[src/rtl/ram_arbiter_if.sv]
// rtl/ram_arbiter_if.sv - per-requester RAM access bundle between a master and the arbiter
//
// Purpose: groups one requester's request/grant handshake and read-return
//          signals so the arbiter can take each master as a single port.
// Signals:
//   req    master -> arbiter  transaction requested this cycle
//   we     master -> arbiter  1 = write, 0 = read
//   lock   master -> arbiter  ask to keep ownership for the following cycle
//   addr   master -> arbiter  word address
//   wdata  master -> arbiter  write data
//   gnt    arbiter -> master  request accepted this cycle (combinational)
//   rvalid arbiter -> master  read data valid on rdata (registered)
//   rdata  arbiter -> master  read data (shared RAM output)
interface ram_arbiter_if #(
    parameter int ADDR_WIDTH = 30,
    parameter int DATA_WIDTH = 32
);
    logic                  req;
    logic                  we;
    logic                  lock;
    logic [ADDR_WIDTH-1:0] addr;
    logic [DATA_WIDTH-1:0] wdata;
    logic                  gnt;
    logic                  rvalid;
    logic [DATA_WIDTH-1:0] rdata;

    modport master (
        output req, we, lock, addr, wdata,
        input  gnt, rvalid, rdata
    );

    modport slave (
        input  req, we, lock, addr, wdata,
        output gnt, rvalid, rdata
    );
endinterface

[src/rtl/ram_arbiter.sv]
// rtl/ram_arbiter.sv - round-robin arbiter with bounded lock sharing one single-port sync RAM
//
// Purpose: grants one of two masters per cycle onto the RAM port, round-robin
//          on contention, with an optional lock that is forcibly released
//          after LOCK_MAX consecutive grants when the other master waits.
//          Read validity is returned to the issuing master one cycle later.
// Ports:
//   clk       in   system clock, rising edge
//   rst       in   asynchronous active-high reset
//   m0, m1    ram_arbiter_if.slave  requester ports (master 0 wins first tie)
//   ram_addr  out  RAM word address
//   ram_din   out  RAM write data
//   ram_re    out  RAM read enable
//   ram_we    out  RAM write enable
//   ram_dout  in   RAM read data, valid the cycle after ram_re
module ram_arbiter #(
    parameter int ADDR_WIDTH = 30,
    parameter int DATA_WIDTH = 32,
    parameter int LOCK_MAX   = 4
) (
    input  logic                  clk,
    input  logic                  rst,
    ram_arbiter_if.slave          m0,
    ram_arbiter_if.slave          m1,
    output logic [ADDR_WIDTH-1:0] ram_addr,
    output logic [DATA_WIDTH-1:0] ram_din,
    output logic                  ram_re,
    output logic                  ram_we,
    input  logic [DATA_WIDTH-1:0] ram_dout
);

    localparam logic [3:0] LP_LOCK_MAX = 4'(LOCK_MAX);

    logic       r_lock_valid;
    logic       r_lock_owner;
    logic [3:0] r_lock_cnt;
    logic       r_last;       // most recent winner; reset to 1 so master 0 wins the first tie
    logic       r_rvalid0;
    logic       r_rvalid1;

    logic       w_gnt0;
    logic       w_gnt1;
    logic       w_any;
    logic       w_win;
    logic       w_owner_req;
    logic       w_other_req;
    logic       w_lock_valid_nxt;
    logic       w_lock_owner_nxt;
    logic [3:0] w_lock_cnt_nxt;
    logic       w_last_nxt;

    // Grant selection and next-state computation
    always_comb begin
        w_gnt0           = 1'b0;
        w_gnt1           = 1'b0;
        w_owner_req      = r_lock_owner ? m1.req : m0.req;
        w_other_req      = r_lock_owner ? m0.req : m1.req;
        w_lock_valid_nxt = 1'b0;
        w_lock_owner_nxt = 1'b0;
        w_lock_cnt_nxt   = 4'd0;
        w_last_nxt       = r_last;

        if (r_lock_valid && w_owner_req && ((r_lock_cnt < LP_LOCK_MAX) || !w_other_req)) begin
            w_gnt0 = !r_lock_owner;
            w_gnt1 = r_lock_owner;
        end else if (m0.req && !m1.req) begin
            w_gnt0 = 1'b1;
        end else if (m1.req && !m0.req) begin
            w_gnt1 = 1'b1;
        end else if (m0.req && m1.req) begin
            // An exhausted lock owner was the last winner, so this also forces release
            w_gnt0 = r_last;
            w_gnt1 = !r_last;
        end

        // Nothing is granted while reset is held
        if (rst) begin
            w_gnt0 = 1'b0;
            w_gnt1 = 1'b0;
        end

        w_any = w_gnt0 | w_gnt1;
        w_win = w_gnt1;

        if (w_any) begin
            w_last_nxt = w_win;
            if (w_win ? m1.lock : m0.lock) begin
                w_lock_valid_nxt = 1'b1;
                w_lock_owner_nxt = w_win;
                if (r_lock_valid && (r_lock_owner == w_win))
                    // Saturate so a long uncontested lock cannot wrap and regain extra grants
                    w_lock_cnt_nxt = (r_lock_cnt >= LP_LOCK_MAX) ? r_lock_cnt : r_lock_cnt + 4'd1;
                else
                    w_lock_cnt_nxt = 4'd1;
            end
        end
    end

    always_ff @(posedge clk or posedge rst) begin
        if (rst) begin
            r_lock_valid <= 1'b0;
            r_lock_owner <= 1'b0;
            r_lock_cnt   <= 4'd0;
            r_last       <= 1'b1;
            r_rvalid0    <= 1'b0;
            r_rvalid1    <= 1'b0;
        end else begin
            r_lock_valid <= w_lock_valid_nxt;
            r_lock_owner <= w_lock_owner_nxt;
            r_lock_cnt   <= w_lock_cnt_nxt;
            r_last       <= w_last_nxt;
            r_rvalid0    <= w_gnt0 && !m0.we;
            r_rvalid1    <= w_gnt1 && !m1.we;
        end
    end

    assign m0.gnt    = w_gnt0;
    assign m1.gnt    = w_gnt1;
    assign m0.rvalid = r_rvalid0;
    assign m1.rvalid = r_rvalid1;
    assign m0.rdata  = ram_dout;
    assign m1.rdata  = ram_dout;

    assign ram_addr = w_gnt1 ? m1.addr  : m0.addr;
    assign ram_din  = w_gnt1 ? m1.wdata : m0.wdata;
    assign ram_we   = (w_gnt0 && m0.we)  || (w_gnt1 && m1.we);
    assign ram_re   = (w_gnt0 && !m0.we) || (w_gnt1 && !m1.we);

endmodule

[src/flat_wrapper.sv]
// flat-port wrapper written by rule: the top's interface ports become plain ports
module ram_arbiter_flat 
#(
    parameter int ADDR_WIDTH = 30,
    parameter int DATA_WIDTH = 32,
    parameter int LOCK_MAX   = 4
)
  (clk, rst, ram_addr, ram_din, ram_re, ram_we, ram_dout, m0_req, m0_we, m0_lock, m0_addr, m0_wdata, m0_gnt, m0_rvalid, m0_rdata, m1_req, m1_we, m1_lock, m1_addr, m1_wdata, m1_gnt, m1_rvalid, m1_rdata);
  ram_arbiter_if #(.ADDR_WIDTH(ADDR_WIDTH), .DATA_WIDTH(DATA_WIDTH)) m0_i ();
  ram_arbiter_if #(.ADDR_WIDTH(ADDR_WIDTH), .DATA_WIDTH(DATA_WIDTH)) m1_i ();
  input  logic clk;
  input  logic rst;
  output logic [ADDR_WIDTH-1:0] ram_addr;
  output logic [DATA_WIDTH-1:0] ram_din;
  output logic ram_re;
  output logic ram_we;
  input  logic [DATA_WIDTH-1:0] ram_dout;
  input wire logic [$bits(m0_i.req)-1:0] m0_req;
  input wire logic [$bits(m0_i.we)-1:0] m0_we;
  input wire logic [$bits(m0_i.lock)-1:0] m0_lock;
  input wire logic [$bits(m0_i.addr)-1:0] m0_addr;
  input wire logic [$bits(m0_i.wdata)-1:0] m0_wdata;
  output wire logic [$bits(m0_i.gnt)-1:0] m0_gnt;
  output wire logic [$bits(m0_i.rvalid)-1:0] m0_rvalid;
  output wire logic [$bits(m0_i.rdata)-1:0] m0_rdata;
  input wire logic [$bits(m1_i.req)-1:0] m1_req;
  input wire logic [$bits(m1_i.we)-1:0] m1_we;
  input wire logic [$bits(m1_i.lock)-1:0] m1_lock;
  input wire logic [$bits(m1_i.addr)-1:0] m1_addr;
  input wire logic [$bits(m1_i.wdata)-1:0] m1_wdata;
  output wire logic [$bits(m1_i.gnt)-1:0] m1_gnt;
  output wire logic [$bits(m1_i.rvalid)-1:0] m1_rvalid;
  output wire logic [$bits(m1_i.rdata)-1:0] m1_rdata;
  assign m0_i.req = m0_req;
  assign m0_i.we = m0_we;
  assign m0_i.lock = m0_lock;
  assign m0_i.addr = m0_addr;
  assign m0_i.wdata = m0_wdata;
  assign m0_gnt = m0_i.gnt;
  assign m0_rvalid = m0_i.rvalid;
  assign m0_rdata = m0_i.rdata;
  assign m1_i.req = m1_req;
  assign m1_i.we = m1_we;
  assign m1_i.lock = m1_lock;
  assign m1_i.addr = m1_addr;
  assign m1_i.wdata = m1_wdata;
  assign m1_gnt = m1_i.gnt;
  assign m1_rvalid = m1_i.rvalid;
  assign m1_rdata = m1_i.rdata;
  ram_arbiter #(.ADDR_WIDTH(ADDR_WIDTH), .DATA_WIDTH(DATA_WIDTH), .LOCK_MAX(LOCK_MAX)) u_core (.clk(clk), .rst(rst), .m0(m0_i), .m1(m1_i), .ram_addr(ram_addr), .ram_din(ram_din), .ram_re(ram_re), .ram_we(ram_we), .ram_dout(ram_dout));
endmodule
[config.mk]
export PLATFORM = sky130hd
export DESIGN_NAME = ram_arbiter_flat
export DESIGN_NICKNAME = d
export VERILOG_FILES = /design/src/rtl/ram_arbiter_if.sv /design/src/rtl/ram_arbiter.sv /design/src/flat_wrapper.sv
export SDC_FILE = /design/constraint.sdc
export NUM_CORES = 1
export LEC_CHECK = 0
export ABC_AREA = 1
export CAP_MARGIN = 15
export CORE_AREA = 2 2 116 118
export CTS_CLUSTER_DIAMETER = 100
export DETAILED_ROUTE_END_ITERATION = 10
export DIE_AREA = 0 0 118 120
export PLACE_DENSITY = 0.67
export SETUP_SLACK_MARGIN = 0.15
export SLEW_MARGIN = 15
export SYNTH_ARGS = -nofsm -noshare
export SYNTH_HDL_FRONTEND = slang
export SYNTH_SLANG_ARGS = --single-unit
[constraint.sdc]
create_clock -name clk -period 2.2 [get_ports clk]
set_clock_uncertainty 0.2 [all_clocks]
set_input_delay 0.66 -clock clk [delete_from_list [all_inputs] [get_ports clk]]
set_output_delay 0.66 -clock clk [all_outputs]
set_load 0.02 [all_outputs]
# Word level (Yosys, flattened, before mapping)

Cells that the tools add are included.

Bits in registers: 9
Bits in latches: 0
Bits in writable memories: 0
Memory bits (read-only): 0
Bits of input ports: 164
Output and inout port bits: 132
Word-level logic and storage cells: 55
Memories kept: 0

$add $sub $neg: 1
Multiply operators: 0
Div/mod/pow operators: 0
Magnitude comparators: 2
Equal/unequal tests: 2
Shift operators: 0
Muxes and demuxes: 23
Bitwise logic cells: 1
Reduce and logical (&&, ||, !) cells: 20

Operator list:

| kind                | number |
|---|---|
| $mux 32             | 1 |
| $mux 30             | 1 |
| $mux 1              | 17 |
| $mux 4              | 4 |
| $logic_and 1x1->1   | 10 |
| $logic_not 1->1     | 7 |
| $add 4x1->4 const B | 1 |
| $ge 4x3->1 const B  | 1 |
| $lt 4x3->1 const B  | 1 |
| $ne 4x4->1 const B  | 1 |
| $logic_or 1x1->1    | 3 |
| $eq 1x1->1          | 1 |
| $or 1x1->1          | 1 |

# Depth between registers and ports, before layout

Gate-level depths: netlist of the first run.

Depth in word-level cells: 11
Gate-level depth with buffers: 11
Gate-level depth less buffers: 11

# Worst setup path before layout of the first run

Ideal clock, no wire load.

Path kind: input port to output port
Start: in m0_req
End: out ram_addr[15]
Data arrival time: 1700 ps
Required time: 1340 ps
Slack: -360 ps
Stages on the path: 8
Buffers on the path: 1
Cells stage by stage: o21ai_0 > nor2_1 > nand3_1 > nand3_4 > inv_4 > buf_2 > nand2_1 > nand2_1

Word-level cells in the longest chain between the ends: 7
Elaborated cells on any way between the ends: 16
Those cells by class: mux (8); reduce/logical (8)

RTL lines:

| what                                        | line                                 | text |
|---|---|---|
| from (decl)                                 | flat_wrapper.sv:18                   | `input wire logic [$bits(m0_i.req)-1:0] m0_req;` |
| $logic_and 1x1->1 (tied with other cells)   | ram_arbiter.sv:70                    | `end else if (m0.req && m1.req) begin` |
| $mux 1 (tied with other cells)              | ram_arbiter.sv:70                    |  |
| $mux 1 or $logic_or 1x1->1 (tied branches)  | ram_arbiter.sv:68, ram_arbiter.sv:63 |  |
| $mux 1 or $logic_and 1x1->1 (tied branches) | ram_arbiter.sv:66, ram_arbiter.sv:63 |  |
| $mux 1 *                                    | ram_arbiter.sv:63                    | `if (r_lock_valid && w_owner_req && ((r_lock_cnt < LP_LOCK_MAX) \|\| !w_other_req)) begin` |
| $mux 1 *                                    | ram_arbiter.sv:77                    | `if (rst) begin` |
| named net m1_gnt                            | flat_wrapper.sv:31                   | `output wire logic [$bits(m1_i.gnt)-1:0] m1_gnt;` |
| $mux 30 *                                   | ram_arbiter.sv:124                   | `assign ram_addr = w_gnt1 ? m1.addr : m0.addr;` |
| to (decl)                                   | flat_wrapper.sv:13                   | `output logic [ADDR_WIDTH-1:0] ram_addr;` |

The timed path passes the listed nets; every way through them passes the cells marked *.

# Worst setup path after layout of the first run

Start: in m0_req
End: out ram_din[15]

Word-level cells in the longest chain between the ends: 7
Elaborated cells on any way between the ends: 16
Those cells by class: mux (8); reduce/logical (8)

RTL lines:

| what                                        | line                                 | text |
|---|---|---|
| $logic_and 1x1->1 (tied with other cells)   | ram_arbiter.sv:70                    |  |
| $mux 1 (tied with other cells)              | ram_arbiter.sv:70                    |  |
| $mux 1 or $logic_or 1x1->1 (tied branches)  | ram_arbiter.sv:68, ram_arbiter.sv:63 |  |
| $mux 1 or $logic_and 1x1->1 (tied branches) | ram_arbiter.sv:66, ram_arbiter.sv:63 |  |
| $mux 1 *                                    | ram_arbiter.sv:63                    |  |
| $mux 1 *                                    | ram_arbiter.sv:77                    |  |
| $mux 32 *                                   | ram_arbiter.sv:125                   | `assign ram_din = w_gnt1 ? m1.wdata : m0.wdata;` |
| to (decl)                                   | flat_wrapper.sv:14                   | `output logic [DATA_WIDTH-1:0] ram_din;` |

Every way passes the cells marked *; elsewhere a longest branch is shown, timed or not.

==> flow_metrics.tcl, run 1 <==
set metrics [dict create \
    die-area_sq_mm 0.0142 \
    grt_max_degree 16 \
    start_kind "primary input" \
    crit_buf_inv 5 \
    slew_viol_final 0 \
    die_x_um 118 \
    hp-class "reg -> reg" \
    io_pins 296 \
    post-route-period-util 1.26 \
    crit_family "buffers and inverters" \
    drc_errors 0 \
    status "complete, but fails checks" \
    syn_inst 322 \
    areaGrowthSynthToFinish_pct 180 \
    max_freq_mhz 360 \
    final_antenna_net_count 0 \
    dr.pass1.iters 4 \
    slew_headroom 0.843 \
    gr-total-overflow 0 \
    hold_viol_final 0 \
    finish.utilization 0.382 \
    via_per_inst 3.87 \
    grt_pass1_wl_mm 14.0 \
    ys_warn_count 0 \
    layout.cells.non_filler 667 \
    cp_slowest_cell "clkbuf_16" \
    syn_avg_cell_area_sq_um 5.49 \
    cts-buffers-inserted 3 \
    gp_congestion 0.781 \
    synth-seq-area-share 0.128 \
    worstMarginPinSlew_ns 0.235 \
    crit_required_ns 1.34 \
    cts_root_buffer "clkbuf_16" \
    min_period_ns 2.78 \
    setup_viol 66 \
    slowest_delay_ns 0.16 \
    netlist_area_sq_mm 0.00177 \
    num_vias 2584 \
    io_buffers 199 \
    dpl.hpwl_mm 6.39 \
    fillers 1303 \
    antenna_found_initial 0 \
    initial_core_util 0.136 \
    synthTopCellsByArea "nand2_1 42%, buf_4 27%, dfrtp_1 11%, buf_6 3.2%, buf_2 2.3%" \
    drv_cap 0 \
    num_antenna_cells 0 \
    worst_skew_pair.late_latency_ns 0.23 \
    grt_setup_unrepaired "yes" \
    place_inst 636 \
    drtIter0Drc 46 \
    cts_tree "done" \
    final_nets 657 \
    crit_arrival_ns 1.92 \
    p_leak_nw 2.33 \
    drive_gt1_frac 0.568 \
    critical_path.max_fanout 7 \
    violations "negative setup slack" \
    p_per_area_mw_per_mm2 451 \
    end_kind "primary output" \
    clk_path_buf_depth 2 \
    p_total_mw 2.24 \
    path_cells "buf_6, o21ai_4, nor2_4, nand2_4, nand2_4, nand3_4, clkinv_8, buf_12, clkbuf_16, nand2_2, nand2_2, buf_6" \
    wl_mm 9.96 \
    num_rows 42 \
    vdd_drop_max_mv 0.381 \
    grtUsageTotal 0.123 \
    synth_cell_types 22 \
    synth_top_area_frac 0.416 \
    worst_slack_ns -0.579 \
    worstSetupPathType "in -> out" \
    wl_per_cell_um 14.9 \
    h-tree-depth 1 \
    r2r_slack_ns 0.17 \
    ys_seq_elements 9 \
    clock_sinks 9 \
    yosysTopAreaCell "nand2_1" \
    core_sq_mm 0.0130 \
    final_cell_mix "130 x clkdlybuf4s50_1, 100 x nand2_2, 72 x buf_6" \
    clk_pin_slew_ns 0.04 \
    grt_pass1_vias 2654 \
    layout_commonest_cell "clkdlybuf4s50_1" \
    die_h_um 120 \
    synth_nets 487 \
]
-- where the power goes --
group	internal (mW)	switching, mW
logic	0.925	0.802
registers	0.185	0.00816
clock network	0.242	0.0755
-- sequential cells by signal (all words and copies together) (netlist names) --
signal,count
u_core.r_lock_cnt,4
u_core.m0.rvalid,1
u_core.m1.rvalid,1
u_core.r_last,1
u_core.r_lock_owner,1
u_core.r_lock_valid,1
-- routing by layer --
| layer | wire length (um) | GRT usage | up-vias | share of wire |
|---|---|---|---|---|
| met1 | 3600 | 0.135 | 1181 | 0.36 |
| met2 | 5360 | 0.228 | 126 | 0.54 |
| met5 | 0 | 0 | - | 0 |
| li1 | - | - | 1248 | - |
| met3 | 755 | 0.0380 | 29 | 0.076 |
| met4 | 242 | 0.0354 | 0 | 0.024 |
-- worst reg2reg max path, stage by stage, from the launching register on --
cell and delay [ns]:
dfrtp_1 0.37, or2_4 0.28, nand2_4 0.10, nand2_4 0.06, nand2_4 0.07, nand3_4 0.14
buf_8 0.19, buf_16 0.16, buf_8 0.13, nand2_8 0.07, nand3_4 0.09, nor2_2 0.10
-- stage by stage --
| step | TNS [ns] | cell area, sq um | hold slack [ns] | setup slack, ns |
|---|---|---|---|---|
| final | -34.31 | 4960 | 0.326 | -0.579 |
| after global routing | -39.16 | 4960 | 0.371 | -0.657 |
| after CTS | -33.33 | 4390 | 0.331 | -0.558 |
| after detailed placement | -96.43 | 3830 | 0.315 | -1.46 |
| after global placement | -92.97 | 3830 | 0.294 | -1.41 |
| after floorplan | -12.79 | 2040 | 0.275 | -0.212 |
-- synthesized netlist by cell type --
library cell,count
ha_1,1
mux2i_1,1
nand4_1,2
nand3_2,1
a21oi_1,4
nand3_1,1
buf_4,64
inv_1,9
o21ai_0,3
buf_2,8
xor2_1,1
nand3_4,1
or2_4,1
nand2_1,196
o22ai_1,1
a22o_1,1
nor2_1,8
inv_4,1
dfstp_2,1
nand2_2,4
dfrtp_1,8
buf_6,5
-- path summary, 6_finish.rpt --
check / startpoint / to / cells after the start
setup / recovery: m0_req / ram_din[15] / 12
hold reg to reg: u_core.r_lock_cnt[2] / u_core.r_lock_cnt[2] / 2
setup reg to reg: u_core.r_lock_cnt[3] / u_core.r_lock_cnt[3] / 11
max in group asynchronous: rst / u_core.r_last / 5
min in group asynchronous: rst / u_core.m1.rvalid / 5
hold / removal: u_core.r_lock_cnt[2] / u_core.r_lock_cnt[2] / 2
-- what timing repair did --
item                       in CTS  in global routing
setup endpoints to repair      75                 71
gates cloned                    8                  5
resized for setup             443                110
buffers inserted               10                  4
pin swaps                       9                 15
hold buffers                    0                  0
-- cell type report --
type,instances,area [sq um],share of cell area
Timing Repair Buffer,242,2780,0.560
Multi-Input combinational cell,226,1600,0.323
Sequential cell,9,226,0.0456
Tap cell,176,220,0.0444
Clock buffer,4,78.8,0.0159
Inverter,10,53.8,0.0108
-- cells by family after synthesis --
family	synth area share
adder cells (fa/ha/maj)	0.00707
multiplexers	0.00566
AND/OR/NAND/NOR	0.477
XOR/XNOR	0.00495
flip-flops	0.128
AO/OA/AOI/OAI	0.0283
buffers and inverters	0.349
Note: power is estimated with default switching activity, not from simulation.
==> run 2, diff against run 1 <==
--- a/config.mk
+++ b/config.mk
@@ -9,7 +9,9 @@
 export CAP_MARGIN = 15
-export CORE_AREA = 2 2 116 118
+export CELL_PAD_IN_SITES_DETAIL_PLACEMENT = 1
+export CELL_PAD_IN_SITES_GLOBAL_PLACEMENT = 1
+export CORE_MARGIN = 2
+export CORE_UTILIZATION = 10
 export CTS_CLUSTER_DIAMETER = 100
 export DETAILED_ROUTE_END_ITERATION = 10
-export DIE_AREA = 0 0 118 120
-export PLACE_DENSITY = 0.67
+export PLACE_DENSITY = 0.84
 export SETUP_SLACK_MARGIN = 0.15
==> constraint.sdc (replaced) <==
create_clock -name clk -period 2.2 [get_ports clk]
set_clock_uncertainty 0.2 [all_clocks]
set_input_delay 0.33 -clock clk [delete_from_list [all_inputs] [get_ports clk]]
set_output_delay 0.33 -clock clk [all_outputs]
set_load 0.02 [all_outputs]
==> flow_metrics.tcl, run 2 (synthesis results as in run 1) <==
set metrics [dict create \
    final_nets 661 \
    p_per_area_mw_per_mm2 453 \
    whs_path_depth 2 \
    clock_sinks 9 \
    slew_viol_final 0 \
    reg2regPathDepth 14 \
    antenna_found_initial 0 \
    worstMarginPinSlew_ns 0.338 \
    layout_commonest_cell "clkdlybuf4s50_1" \
    io_pins 296 \
    status "complete, but fails checks" \
    setup_viol 70 \
    dr.pass1.iters 2 \
    largest_reg_flops 4 \
    internal_power_mw 1.29 \
    crit_required_ns 1.67 \
    violations "negative setup slack" \
    clk_path_buf_depth 2 \
    hp-class "reg -> reg" \
    io_buffers 199 \
    finish.utilization 0.273 \
    worst_skew_pair.late_latency_ns 0.24 \
    reg2reg_from "u_core.r_lock_cnt[2]" \
    regArea_sq_um 226 \
    slew_headroom 0.774 \
    p_leak_nw 2.23 \
    max_freq_mhz 404 \
    cp-startpoint "u_core.r_lock_cnt[2]" \
    fillers 2068 \
    num_rows 48 \
    post-route-period-util 1.12 \
    critical_path.max_fanout 5 \
    core_sq_mm 0.0173 \
    die-area_sq_mm 0.0188 \
    crit_arrival_ns 1.94 \
    cts_root_buffer "clkbuf_16" \
    die_h_um 137 \
    cts_tree "done" \
    place_inst 685 \
    sequentialPowerShare 0.090 \
    r2r_slack_ns -0.08 \
    combinationalPowerShare 0.757 \
    areaGrowthSynthToFinish_pct 167 \
    start_kind "flop" \
    grtUsageTotal 0.0910 \
    final_antenna_net_count 0 \
    regMostFlops "u_core.r_lock_cnt" \
    worstSetupPathType "reg -> out" \
    final_cell_mix "131 x clkdlybuf4s50_1, 105 x nand2_1, 65 x buf_6" \
    vdd_drop_max_mv 0.209 \
    num_vias 2646 \
    worst_slack_ns -0.274 \
    initial_core_util 0.102 \
    p_total_mw 2.14 \
    hold_slack_ns 0.349 \
    layout.cells.non_filler 720 \
    drtIter0Drc 28 \
    grt_pass1_vias 2707 \
    hold_start "u_core.r_lock_cnt[2]" \
    drv_cap 0 \
    die_x_um 137 \
    cts-buffers-inserted 3 \
    end_kind "primary output" \
    dpl.hpwl_mm 6.94 \
    wl_mm 10.3 \
    min_period_ns 2.47 \
    grt_setup_unrepaired "yes" \
    gr-total-overflow 0 \
    switchingPower_mw 0.852 \
    multi_input_area_sq_mm 0.00142 \
    gp_congestion 0.751 \
    clk_pin_slew_ns 0.04 \
    hold_viol_final 0 \
    wl_per_cell_um 14.4 \
    clockPowerShare 0.153 \
    h-tree-depth 1 \
    via_per_inst 3.68 \
    sw_frac_of_total 0.398 \
    dp_slack_ns -0.795 \
    drc_errors 0 \
    num_antenna_cells 0 \
    grt_max_degree 35 \
    grt_pass1_wl_mm 13.2 \
    drive_gt1_frac 0.465 \
]
## run 2: cell count changes in the layout (fill, tap and decap cells not counted), sizes merged
| cell | change |
|---|---|
| buf | +5 |
| clkbuf | -4 |
| clkdlybuf4s50 | +1 |
| clkinvlp | -1 |
| dlygate4sd2 | +1 |
| inv | +2 |
## run 2: layout make-up
cell class	count	area share
clock buffer	3	0.0159
timing repair buffer	246	0.565
clock inverter	1	0.00106
multi-input combinational	226	0.301
sequential	9	0.0480
tap	225	0.0596
inverter	10	0.00954
## run 2: power by group through the flow
stage	logic (mW)	clock network, mW	registers (mW)
3_3_place_gp	1.15	0	0.193
4_1_cts	1.39	0.337	0.191
2_1_floorplan	0.664	0	0.195
6_report	1.62	0.328	0.191
5_1_grt	1.73	0.346	0.192
3_5_place_dp	1.17	0	0.193
## run 2: metal layers
metal  routed length [um]  vias to the layer above  track usage
met5                    0                        -            0
met4                  189                        0       0.0304
met3                 1150                       25       0.0326
met2                 5500                      157        0.178
met1                 3510                     1217       0.0867
li1                     -                     1247            -
## run 2: worst paths after layout
check                                        to
setup / recovery                   ram_addr[25]
hold / removal             u_core.r_lock_cnt[2]
setup reg to reg           u_core.r_lock_cnt[1]
hold reg to reg            u_core.r_lock_cnt[2]
max in group asynchronous         u_core.r_last
min in group asynchronous   u_core.r_lock_owner
## run 2: what timing repair did
item | 4_1_cts | 5_1_grt
buffers inserted | 14 | 10
gates resized for setup | 429 | 123
setup endpoints to repair | 70 | 73
cloned | 5 | 2
hold buffers | 0 | 0
pin swaps | 24 | 19
## run 2: worst max-delay path, stage by stage, from the launching register on
cell	delay, ns
dfrtp_1	0.38
or2_4	0.28
nand2_4	0.10
nand2_4	0.06
nand2_4	0.07
nand3_4	0.12
buf_6	0.18
buf_12	0.13
buf_4	0.14
nand2_2	0.06
nand2_2	0.06
buf_6	0.12
## run 2: stage by stage
stage / TNS, ns / cell area, sq um
final: -14.37 / 4720
after global routing: -20.31 / 4720
after CTS: -13.09 / 4180
after detailed placement: -49.11 / 3630
after global placement: -46.61 / 3630
after floorplan: 0 / 1770
